`src/rtl/sram_port_arbiter_if.sv`:
```
// Requester-side bus of the SRAM port arbiter: flattened request fields,
// one-hot grant and the tagged read return.
interface sram_port_arbiter_if #(
    parameter int NUM_REQ = 3,
    parameter int ADDR_W  = 30,
    parameter int DATA_W  = 32
);
    localparam int WM_W = DATA_W / 8;

    logic [NUM_REQ-1:0]        IN_valid;
    logic [NUM_REQ-1:0]        IN_we;
    logic                      IN_lock;
    logic [NUM_REQ*ADDR_W-1:0] IN_addr;
    logic [NUM_REQ*DATA_W-1:0] IN_data;
    logic [NUM_REQ*WM_W-1:0]   IN_wm;
    logic [NUM_REQ-1:0]        OUT_ready;
    logic [NUM_REQ-1:0]        OUT_rvalid;
    logic [DATA_W-1:0]         OUT_rdata;
    logic                      OUT_rerr;

    modport master (
        output IN_valid, IN_we, IN_lock, IN_addr, IN_data, IN_wm,
        input  OUT_ready, OUT_rvalid, OUT_rdata, OUT_rerr
    );

    modport slave (
        input  IN_valid, IN_we, IN_lock, IN_addr, IN_data, IN_wm,
        output OUT_ready, OUT_rvalid, OUT_rdata, OUT_rerr
    );
endinterface

```
`src/rtl/sram_port_arbiter.sv`:
```
// N-requester arbiter for a single-port cache SRAM: fixed priority with burst
// lock for PRIO_REQ, round-robin for the rest, registered command, tagged return.
module sram_port_arbiter #(
    parameter int NUM_REQ    = 3,
    parameter int PRIO_REQ   = 0,
    parameter int ADDR_W     = 30,
    parameter int SRAM_AW    = 10,
    parameter int SRAM_WORDS = 1024,
    parameter int DATA_W     = 32,
    parameter int CNT_W      = 16
) (
    input  logic                  clk,
    input  logic                  rst,
    sram_port_arbiter_if.slave    req,
    output logic                  OUT_SRAM_nce,
    output logic                  OUT_SRAM_nwe,
    output logic [SRAM_AW-1:0]    OUT_SRAM_addr,
    output logic [DATA_W-1:0]     OUT_SRAM_data,
    output logic [DATA_W/8-1:0]   OUT_SRAM_wm,
    input  logic [DATA_W-1:0]     IN_SRAM_data,
    output logic [CNT_W-1:0]      OUT_conflicts
);
    localparam int WM_W  = DATA_W / 8;
    localparam int IDX_W = (NUM_REQ > 1) ? $clog2(NUM_REQ) : 1;
    localparam logic [IDX_W-1:0] PRIO_IDX = IDX_W'(PRIO_REQ);
    localparam logic [IDX_W-1:0] RR_RESET = (PRIO_REQ == 0) ? IDX_W'(1) : '0;

    function automatic logic [IDX_W-1:0] wrap_inc(input logic [IDX_W-1:0] k);
        return (int'(k) == NUM_REQ - 1) ? '0 : k + IDX_W'(1);
    endfunction

    // Next non-priority index after k; PRIO_REQ never holds the pointer.
    function automatic logic [IDX_W-1:0] rr_next(input logic [IDX_W-1:0] k);
        logic [IDX_W-1:0] j;
        j = wrap_inc(k);
        if (j == PRIO_IDX) j = wrap_inc(j);
        return j;
    endfunction

    function automatic logic [CNT_W-1:0] sat_inc(input logic [CNT_W-1:0] v);
        return (&v) ? v : v + CNT_W'(1);
    endfunction

    logic                 lock_q;
    logic [IDX_W-1:0]     rr_q;
    logic [CNT_W-1:0]     conflicts_q;

    logic [NUM_REQ-1:0]   gnt_p0;
    logic                 acc_p0;
    logic [IDX_W-1:0]     acc_idx_p0;
    logic [IDX_W-1:0]     scan_idx;
    logic                 found;
    logic                 sel_we_p0;
    logic [ADDR_W-1:0]    sel_addr_p0;
    logic [DATA_W-1:0]    sel_data_p0;
    logic [WM_W-1:0]      sel_wm_p0;
    logic                 in_range_p0;

    logic                 nce_p1, nwe_p1;
    logic [SRAM_AW-1:0]   addr_p1;
    logic [DATA_W-1:0]    data_p1;
    logic [WM_W-1:0]      wm_p1;
    logic                 vld_p1, err_p1;
    logic [NUM_REQ-1:0]   tag_p1;
    logic                 vld_p2, err_p2;
    logic [NUM_REQ-1:0]   tag_p2;

    // Stage p0: grant and selection of the accepted request
    always_comb begin
        gnt_p0   = '0;
        found    = 1'b0;
        scan_idx = rr_q;
        if (!rst) begin
            gnt_p0 = '0;
        end else if (lock_q && req.IN_lock) begin
            gnt_p0[PRIO_REQ] = req.IN_valid[PRIO_REQ];
        end else if (req.IN_valid[PRIO_REQ]) begin
            gnt_p0[PRIO_REQ] = 1'b1;
        end else begin
            for (int i = 0; i < NUM_REQ; i++) begin
                if (!found && scan_idx != PRIO_IDX && req.IN_valid[scan_idx]) begin
                    gnt_p0[scan_idx] = 1'b1;
                    found            = 1'b1;
                end
                scan_idx = wrap_inc(scan_idx);
            end
        end
    end

    always_comb begin
        acc_p0      = |gnt_p0;
        acc_idx_p0  = '0;
        sel_we_p0   = 1'b0;
        sel_addr_p0 = '0;
        sel_data_p0 = '0;
        sel_wm_p0   = '0;
        for (int i = 0; i < NUM_REQ; i++) begin
            if (gnt_p0[i]) begin
                acc_idx_p0  = IDX_W'(i);
                sel_we_p0   = req.IN_we[i];
                sel_addr_p0 = req.IN_addr[i*ADDR_W +: ADDR_W];
                sel_data_p0 = req.IN_data[i*DATA_W +: DATA_W];
                sel_wm_p0   = req.IN_wm[i*WM_W +: WM_W];
            end
        end
        in_range_p0 = sel_addr_p0 < ADDR_W'(SRAM_WORDS);
    end

    assign req.OUT_ready = gnt_p0;

    // Stage p1: registered SRAM command; stage p2: return tag aligned with SRAM data
    always_ff @(posedge clk or negedge rst) begin
        if (!rst) begin
            lock_q      <= 1'b0;
            rr_q        <= RR_RESET;
            conflicts_q <= '0;
            nce_p1      <= 1'b1;
            nwe_p1      <= 1'b1;
            addr_p1     <= '0;
            data_p1     <= '0;
            wm_p1       <= '0;
            vld_p1      <= 1'b0;
            err_p1      <= 1'b0;
            tag_p1      <= '0;
            vld_p2      <= 1'b0;
            err_p2      <= 1'b0;
            tag_p2      <= '0;
        end else begin
            lock_q <= req.IN_lock && (lock_q || gnt_p0[PRIO_REQ]);
            if (acc_p0 && acc_idx_p0 != PRIO_IDX) rr_q <= rr_next(acc_idx_p0);
            if ($countones(req.IN_valid) >= 2) conflicts_q <= sat_inc(conflicts_q);

            nce_p1 <= 1'b1;
            nwe_p1 <= 1'b1;
            if (acc_p0 && in_range_p0) begin
                nce_p1  <= 1'b0;
                nwe_p1  <= ~sel_we_p0;
                addr_p1 <= sel_addr_p0[SRAM_AW-1:0];
                data_p1 <= sel_data_p0;
                wm_p1   <= ~sel_wm_p0;
            end
            vld_p1 <= acc_p0 && !sel_we_p0;
            err_p1 <= !in_range_p0;
            tag_p1 <= gnt_p0;

            vld_p2 <= vld_p1;
            err_p2 <= err_p1;
            tag_p2 <= tag_p1;
        end
    end

    assign OUT_SRAM_nce  = nce_p1;
    assign OUT_SRAM_nwe  = nwe_p1;
    assign OUT_SRAM_addr = addr_p1;
    assign OUT_SRAM_data = data_p1;
    assign OUT_SRAM_wm   = wm_p1;
    assign OUT_conflicts = conflicts_q;

    assign req.OUT_rvalid = vld_p2 ? tag_p2 : '0;
    assign req.OUT_rerr   = vld_p2 && err_p2;
    assign req.OUT_rdata  = (vld_p2 && !err_p2) ? IN_SRAM_data : '0;
endmodule
```
`src/flat_wrapper.sv`:
```
// flat-port wrapper written by rule: the top's interface ports become plain ports
module sram_port_arbiter_flat 
#(
    parameter int NUM_REQ    = 3,
    parameter int PRIO_REQ   = 0,
    parameter int ADDR_W     = 30,
    parameter int SRAM_AW    = 10,
    parameter int SRAM_WORDS = 1024,
    parameter int DATA_W     = 32,
    parameter int CNT_W      = 16
)
  (clk, rst, OUT_SRAM_nce, OUT_SRAM_nwe, OUT_SRAM_addr, OUT_SRAM_data, OUT_SRAM_wm, IN_SRAM_data, OUT_conflicts, req_IN_valid, req_IN_we, req_IN_lock, req_IN_addr, req_IN_data, req_IN_wm, req_OUT_ready, req_OUT_rvalid, req_OUT_rdata, req_OUT_rerr);
  sram_port_arbiter_if #(.NUM_REQ(NUM_REQ), .ADDR_W(ADDR_W), .DATA_W(DATA_W)) req_i ();
  input  logic clk;
  input  logic rst;
  output logic OUT_SRAM_nce;
  output logic OUT_SRAM_nwe;
  output logic [SRAM_AW-1:0] OUT_SRAM_addr;
  output logic [DATA_W-1:0] OUT_SRAM_data;
  output logic [DATA_W/8-1:0] OUT_SRAM_wm;
  input  logic [DATA_W-1:0] IN_SRAM_data;
  output logic [CNT_W-1:0] OUT_conflicts;
  input wire logic [$bits(req_i.IN_valid)-1:0] req_IN_valid;
  input wire logic [$bits(req_i.IN_we)-1:0] req_IN_we;
  input wire logic [$bits(req_i.IN_lock)-1:0] req_IN_lock;
  input wire logic [$bits(req_i.IN_addr)-1:0] req_IN_addr;
  input wire logic [$bits(req_i.IN_data)-1:0] req_IN_data;
  input wire logic [$bits(req_i.IN_wm)-1:0] req_IN_wm;
  output wire logic [$bits(req_i.OUT_ready)-1:0] req_OUT_ready;
  output wire logic [$bits(req_i.OUT_rvalid)-1:0] req_OUT_rvalid;
  output wire logic [$bits(req_i.OUT_rdata)-1:0] req_OUT_rdata;
  output wire logic [$bits(req_i.OUT_rerr)-1:0] req_OUT_rerr;
  assign req_i.IN_valid = req_IN_valid;
  assign req_i.IN_we = req_IN_we;
  assign req_i.IN_lock = req_IN_lock;
  assign req_i.IN_addr = req_IN_addr;
  assign req_i.IN_data = req_IN_data;
  assign req_i.IN_wm = req_IN_wm;
  assign req_OUT_ready = req_i.OUT_ready;
  assign req_OUT_rvalid = req_i.OUT_rvalid;
  assign req_OUT_rdata = req_i.OUT_rdata;
  assign req_OUT_rerr = req_i.OUT_rerr;
  sram_port_arbiter #(.NUM_REQ(NUM_REQ), .PRIO_REQ(PRIO_REQ), .ADDR_W(ADDR_W), .SRAM_AW(SRAM_AW), .SRAM_WORDS(SRAM_WORDS), .DATA_W(DATA_W), .CNT_W(CNT_W)) u_core (.clk(clk), .rst(rst), .req(req_i), .OUT_SRAM_nce(OUT_SRAM_nce), .OUT_SRAM_nwe(OUT_SRAM_nwe), .OUT_SRAM_addr(OUT_SRAM_addr), .OUT_SRAM_data(OUT_SRAM_data), .OUT_SRAM_wm(OUT_SRAM_wm), .IN_SRAM_data(IN_SRAM_data), .OUT_conflicts(OUT_conflicts));
endmodule
```
`config.mk`:
```
export PLATFORM = sky130hd
export DESIGN_NAME = sram_port_arbiter_flat
export DESIGN_NICKNAME = d
export VERILOG_FILES = /design/src/rtl/sram_port_arbiter_if.sv /design/src/rtl/sram_port_arbiter.sv /design/src/flat_wrapper.sv
export SDC_FILE = /design/constraint.sdc
export NUM_CORES = 1
export LEC_CHECK = 0
export BUFFER_PORTS_ARGS = -buffer_cell sky130_fd_sc_hd__buf_2
export CORE_AREA = 2 2 133 135
export DETAILED_ROUTE_END_ITERATION = 16
export DIE_AREA = 0 0 135 137
export GPL_ROUTABILITY_DRIVEN = 0
export SLEW_MARGIN = 30
export SYNTH_ARGS = -nofsm -noshare
export SYNTH_HDL_FRONTEND = slang
export SYNTH_SLANG_ARGS = --single-unit
```
`constraint.sdc`:
```
create_clock -name clk -period 3.7 [get_ports clk]
set_input_delay 0.185 -clock clk [delete_from_list [all_inputs] [get_ports clk]]
set_output_delay 0.185 -clock clk [all_outputs]
set_load 0.03 [all_outputs]
```
Word level (Yosys, flattened, before mapping). Cells that the tools add are included.

Register bits after elaboration: 77. Output and inout bits: 103. Word-level logic and storage cells: 124.

Add/subtract/negate cells: 7. Order comparisons: 8. Equality and inequality tests: 4. Mux-type cells: 57. Bitwise logic cells: 5. Reduce and logical (&&, ||, !) cells: 29.

Operators with widths (count): 2-to-1 mux 32 bit (4); 2-to-1 mux 30 bit (3); 2-to-1 mux 3 bit (11); adder 32 x 1 -> 32 bit (1); >= comparator 32 x 3 -> 1 bit, second input constant (1); < comparator 30 x 11 -> 1 bit, second input constant (1); 2-to-1 mux 1 bit (22); adder 16 x 1 -> 16 bit, second input constant (1); 2-to-1 mux 2 bit (8); AND reduction 16 bit (1); logical AND 1 bit (15); 2-to-1 mux 4 bit (3); < comparator 2 x 3 -> 1 bit, second input constant (3); adder 2 x 1 -> 2 bit, second input constant (4); == test 2 bit, second input constant (4); nonzero test 2 bit (4); binary-select mux 1 bit (select 2 bit) (3); demux 1 bit (select 2 bit) (3); >= comparator 2 x 1 -> 1 bit, second input constant (3); OR 3 bit (2); zero test 1 bit (5); inverter 4 bit (1); OR reduction 3 bit (1); adder 1 x 1 -> 2 bit (1); 4 further kinds (5).

Logic depth before layout (Yosys ltp).
Depth in word-level cells: 28. Gate-level depth with buffers: 8. Gate-level depth less buffers: 6.

Least setup slack after synthesis. No wires, ideal clock.

Kind: reg2reg. Start point: register u_core.rr_q[0]. End point: register u_core.data_p1[17], in the netlist u_core.OUT_SRAM_data[17]. Arrival: 2.194 ns. Required time: 3.573 ns. Setup slack: 1.378 ns. Cell stages (with the launch flop): 8. Path buffers: 2. Cell sequence: dfstp_2 -> and3b_1 -> or3_1 -> a221oi_2 -> a41o_1 -> buf_4 -> buf_6 -> mux2_1.

Longest elaborated chain between the ends: 26.

Ends and longest elaborated chain: from (decl) (RTL line sram_port_arbiter.sv:45) `logic [IDX_W-1:0] rr_q;`; from (signal assigned) (RTL line sram_port_arbiter.sv:130) `if (acc_p0 && acc_idx_p0 != PRIO_IDX) rr_q <= rr_next(acc_idx_p0);`; parallel branches: the longest is 17 deep, another holds < comparator 2 x 3 -> 1 bit; 2-to-1 mux 3 bit * (RTL line sram_port_arbiter.sv:81) `if (!found && scan_idx != PRIO_IDX && req.IN_valid[scan_idx]) begin`; 2-to-1 mux 1 bit (RTL line sram_port_arbiter.sv:77) `end else if (req.IN_valid[PRIO_REQ]) begin`; 2-to-1 mux 1 bit (RTL line sram_port_arbiter.sv:75) `end else if (lock_q && req.IN_lock) begin`; 2-to-1 mux 3 bit * (RTL line sram_port_arbiter.sv:73) `if (!rst) begin`; 2-to-1 mux 30 bit (3 in a row) (RTL line sram_port_arbiter.sv:98) `if (gnt_p0[i]) begin`; < comparator 30 x 11 -> 1 bit (RTL line sram_port_arbiter.sv:106) `in_range_p0 = sel_addr_p0 < ADDR_W'(SRAM_WORDS);`; logical AND 1 bit (RTL line sram_port_arbiter.sv:135) `if (acc_p0 && in_range_p0) begin`; to (signal assigned) (RTL line sram_port_arbiter.sv:139) `data_p1 <= sel_data_p0;`; to (decl) (RTL line sram_port_arbiter.sv:61) `logic [DATA_W-1:0] data_p1;`.

Every way passes the cells marked *. The select of a mux whose other input is x is not followed. A chain may end at the register's enable or synchronous reset.

Worst setup path after layout.
Start point: register u_core.rr_q[0]. End point: register u_core.addr_p1[0], in the netlist u_core.OUT_SRAM_addr[0].

Longest elaborated chain between the ends: 26.

Ends and longest elaborated chain: parallel branches: the longest is 17 deep, another holds < comparator 2 x 3 -> 1 bit; 2-to-1 mux 3 bit * (RTL line sram_port_arbiter.sv:81); 2-to-1 mux 1 bit (RTL line sram_port_arbiter.sv:77); 2-to-1 mux 1 bit (RTL line sram_port_arbiter.sv:75); 2-to-1 mux 3 bit * (RTL line sram_port_arbiter.sv:73); 2-to-1 mux 30 bit (3 in a row) (RTL line sram_port_arbiter.sv:98); < comparator 30 x 11 -> 1 bit (RTL line sram_port_arbiter.sv:106); logical AND 1 bit (RTL line sram_port_arbiter.sv:135); to (signal assigned) (RTL line sram_port_arbiter.sv:138) `addr_p1 <= sel_addr_p0[SRAM_AW-1:0];`; to (decl) (RTL line sram_port_arbiter.sv:60) `logic [SRAM_AW-1:0] addr_p1;`.

Marked as above.

==> reports/summary.txt <==
Buf/Inv on CP: 1
CTS tree: done
Flop2flop setup slack: 1.10 ns
Site Rows: 48
Post-synthesis compound-gate area fraction: 0.1231
Worst endpoint required time: 3.91 ns
Cell variety after synth: 44
TNS Setup: 0 ns
CTS Buf Count: 9
Pre-antenna DRT Iters: 7
Detailed Place HPWL: 12060 µm
Worst-Margin Slew: 0.6430 ns
Overall Power: 2.414 mW
WL met3: 1220 µm
Simple-gate area share of the yosys netlist: 0.2273
Post-synth EDFFs: 0
Global-route wire length before repair: 22430 µm
FF/Latch Area: 1931 µm²
Startpoint types: flip-flop
RSZ-0062 raised after global routing: false
Worst VDD drop: 0.1836 mV
Slowest CP cell: dfstp_2
WHS: 0.08945 ns
Critical Path Sink Type: flip-flop
PwrDens: 369.9 nW/µm²
Fin crit share: 0.7016
Largest fanout on the critical path: 28
Flops & latches, synth: 77
# IOs: 342
WHS Endpoint: u_core.lock_q
GR Util All Layers: 0.1606
Max Cap Viol: 0
Synth Area in XOR/XNOR: 0.03099
Critical path arrival: 2.81 ns
Met2 WL: 7613 µm
DP Cell Count: 981
CTS clock-pin slew for the worst setup and hold paths: 0.06 ns
Die outline height: 137 µm
Start of the worst register-to-register path: u_core.rr_q[0]
Worst hold path stage count: 2
Post-layout nets: 1010
Mean area per synthesized cell: 9.813 µm²
Endpoints failing setup: 0
ANT cells: 0
Cts hold-fix bufs: 1
H-tree depth: 3
# port buffers: 341
Final antenna-violating net count: 0
Post-synthesis mux area share: 0.1178
Relative slew margins: 0.5713
Critical path, cell by cell: and3b_1 -> or3_1 -> a221oi_2 -> a41o_2 -> buf_4 -> mux2_1
Total grt overflow: 0
Critical path type: flip-flop to flip-flop
Area growth syn-to-layout: 53.96%
Resize count post-CTS: 0
Crit path largest cell delay: 0.55 ns
Layout cell share with drive strength beyond 1: 0.4858
Non-filler cells, final: 999
Initial antenna violation count: 0
Worst Hold Class: input port to flip-flop
Fin crit period: 2.596 ns
Hold_sp: req_IN_lock
Vias: 4513
DRT iter0 DRCs: 150
M1 wire length: 6375 µm
Slew Viols, Final: 0
Largest net degree at the start of global routing: 65
Starting Density: 0.2485
Clk sink count: 77
CTS max path bufs: 2
Main combinational cell family by area after synthesis: simple AND/OR/NAND/NOR gates
R2r worst-path depth: 6
Multi-input combinational cell area: 2160 µm²
Wire per inst: 15.51 µm
Clock Tree Root: clkbuf_16
Synth Cell Area: 4239 µm²
Final WL: 15500 µm
Residual DRC: 0
Final Hold Vio Count: 0
Vias in the first global route: 4200
Fillers: 1759
Syn_nets: 673
CP top delay family: simple AND/OR/NAND/NOR gates
Status: finished, final reports clean
Via/cell ratio: 4.518
DIE AREA: 18500 µm²
Skew-Pair Late Insertion Delay: 0.34 ns
Synth Warn #: 0
Fmax: 385.2 MHz
Top sig layer: met4
Synth Area in Adders: 0.005903
Static leakage: 3.787 nW
Die width: 135 µm
Final core occ: 0.3826
Top FF cell, synth: dfrtp_1
Final worst clock skew: 0.008322 ns
Reg2reg end: u_core.OUT_SRAM_addr[0]
Cells after Synth: 432
Post-CTS Setup Repair Bufs: 0
Register area share after synthesis: 0.4554
Core Footprint: 17060 µm²
Fraction of registers with async set/reset: 1.000
power breakdown:
group          internal [mW]  leakage [nW]  switching [mW]
clock network          0.541         0.134           0.345
logic                  0.238          2.61           0.334
registers              0.899          1.04          0.0560
total                   1.68          3.79           0.735
registers in the layout, summed over array words and instances, names as in the netlist:
| name | flops |
|---|---|
| u_core.err_p1 | 1 |
| u_core.OUT_SRAM_data | 32 |
| u_core.OUT_SRAM_wm | 4 |
| u_core.lock_q | 1 |
| u_core.err_p2 | 1 |
| u_core.OUT_SRAM_nwe | 1 |
| u_core.vld_p1 | 1 |
| u_core.OUT_SRAM_nce | 1 |
| u_core.vld_p2 | 1 |
| u_core.OUT_conflicts | 16 |
| u_core.rr_q | 2 |
| u_core.tag_p1 | 3 |
| u_core.tag_p2 | 3 |
| u_core.OUT_SRAM_addr | 10 |
metrics by stage:
step	instance area, µm²	worst slack [ns]
CTS	6506	1.092
floorplan	4239	1.378
global placement	6193	1.180
finish	6526	1.104
detailed placement	6193	1.108
global route	6526	0.9867
kinds of logic (layout without fill, tap and decap cells):
family,Yosys count,after routing
AND/OR/NAND/NOR,189,189
XOR/XNOR,15,15
multiplexers,44,44
flip-flops,77,77
buffers and inverters,39,381
adder cells (fa/ha/maj),2,2
AO/OA/AOI/OAI,66,66
worst register-to-register path, delay by kind of cell, from the launching register on:
| family | cells | cell delay, ns |
|---|---|---|
| DFF | 1 | 0.55 |
| muxes | 1 | 0.40 |
| and+or+nand+nor | 2 | 0.60 |
| AOI/OAI and AO/OA | 2 | 0.59 |
| buffers and inverters | 1 | 0.34 |
synth_stat cells, types with 2 or more instances:
cell type,number,share of area
ha_1,2,0.0059
inv_1,13,0.012
clkbuf_1,20,0.018
and3_1,8,0.012
and4_1,4,0.0083
and2_1,38,0.056
nor4_2,2,0.0059
mux2_1,42,0.11
xnor2_1,11,0.023
a22oi_1,44,0.078
xor2_1,4,0.0083
nand4_1,6,0.0089
nand2_1,93,0.082
a222oi_1,5,0.012
buf_2,2,0.0024
a21oi_1,2,0.0024
nand3_1,7,0.0083
a21o_1,2,0.0035
buf_6,2,0.0053
nand2b_1,4,0.0059
dfstp_2,3,0.019
nor4_1,10,0.015
a2bb2oi_1,4,0.0083
nor3_1,4,0.0047
dfrtp_1,74,0.44
or3_1,8,0.012
cell type report:
cell class | count | share of cell area
Clock buffer | 11 | 0.03719
Clock inverter | 5 | 0.009202
Inverter | 14 | 0.008052
Multi-Input combinational cell | 316 | 0.3309
Sequential cell | 77 | 0.2958
Tap cell | 225 | 0.04314
Timing Repair Buffer | 351 | 0.2757
layer usage:
layer / track usage / vias up
li1: - / 2210
met1: 0.1983 / 2073
met2: 0.2707 / 216
met3: 0.03741 / 14
met4: 0.06597 / 0
met5: 0 / -
cell usage in the layout (no fill, tap or decap), types with 5 or more instances in the layout:
cell,netlist,final
nand4_1,6,6
a222oi_1,5,5
dfrtp_1,74,74
a22oi_1,44,44
inv_1,13,12
mux2_1,42,42
clkbuf_16,0,9
and2_1,38,38
nand2_1,93,93
nand3_1,7,7
nor4_1,10,10
buf_2,2,340
or3_1,8,8
xnor2_1,11,11
buf_4,1,9
and3_1,8,8
worst max-delay path by stage:
stage | cells past startpoint | end | slack (ns) | start
after CTS | 6 | u_core.OUT_SRAM_data[12] | 1.09 | u_core.rr_q[0]
final | 6 | u_core.OUT_SRAM_addr[0] | 1.10 | u_core.rr_q[0]
after global placement | 6 | u_core.OUT_SRAM_addr[0] | 1.18 | u_core.rr_q[0]
after detailed placement | 6 | u_core.OUT_SRAM_data[12] | 1.11 | u_core.rr_q[0]
after global routing | 6 | u_core.OUT_SRAM_data[11] | 0.99 | u_core.rr_q[0]
after floorplan | 7 | u_core.OUT_SRAM_data[17] | 1.38 | u_core.rr_q[0]
Power figures use the tool's default switching activity.
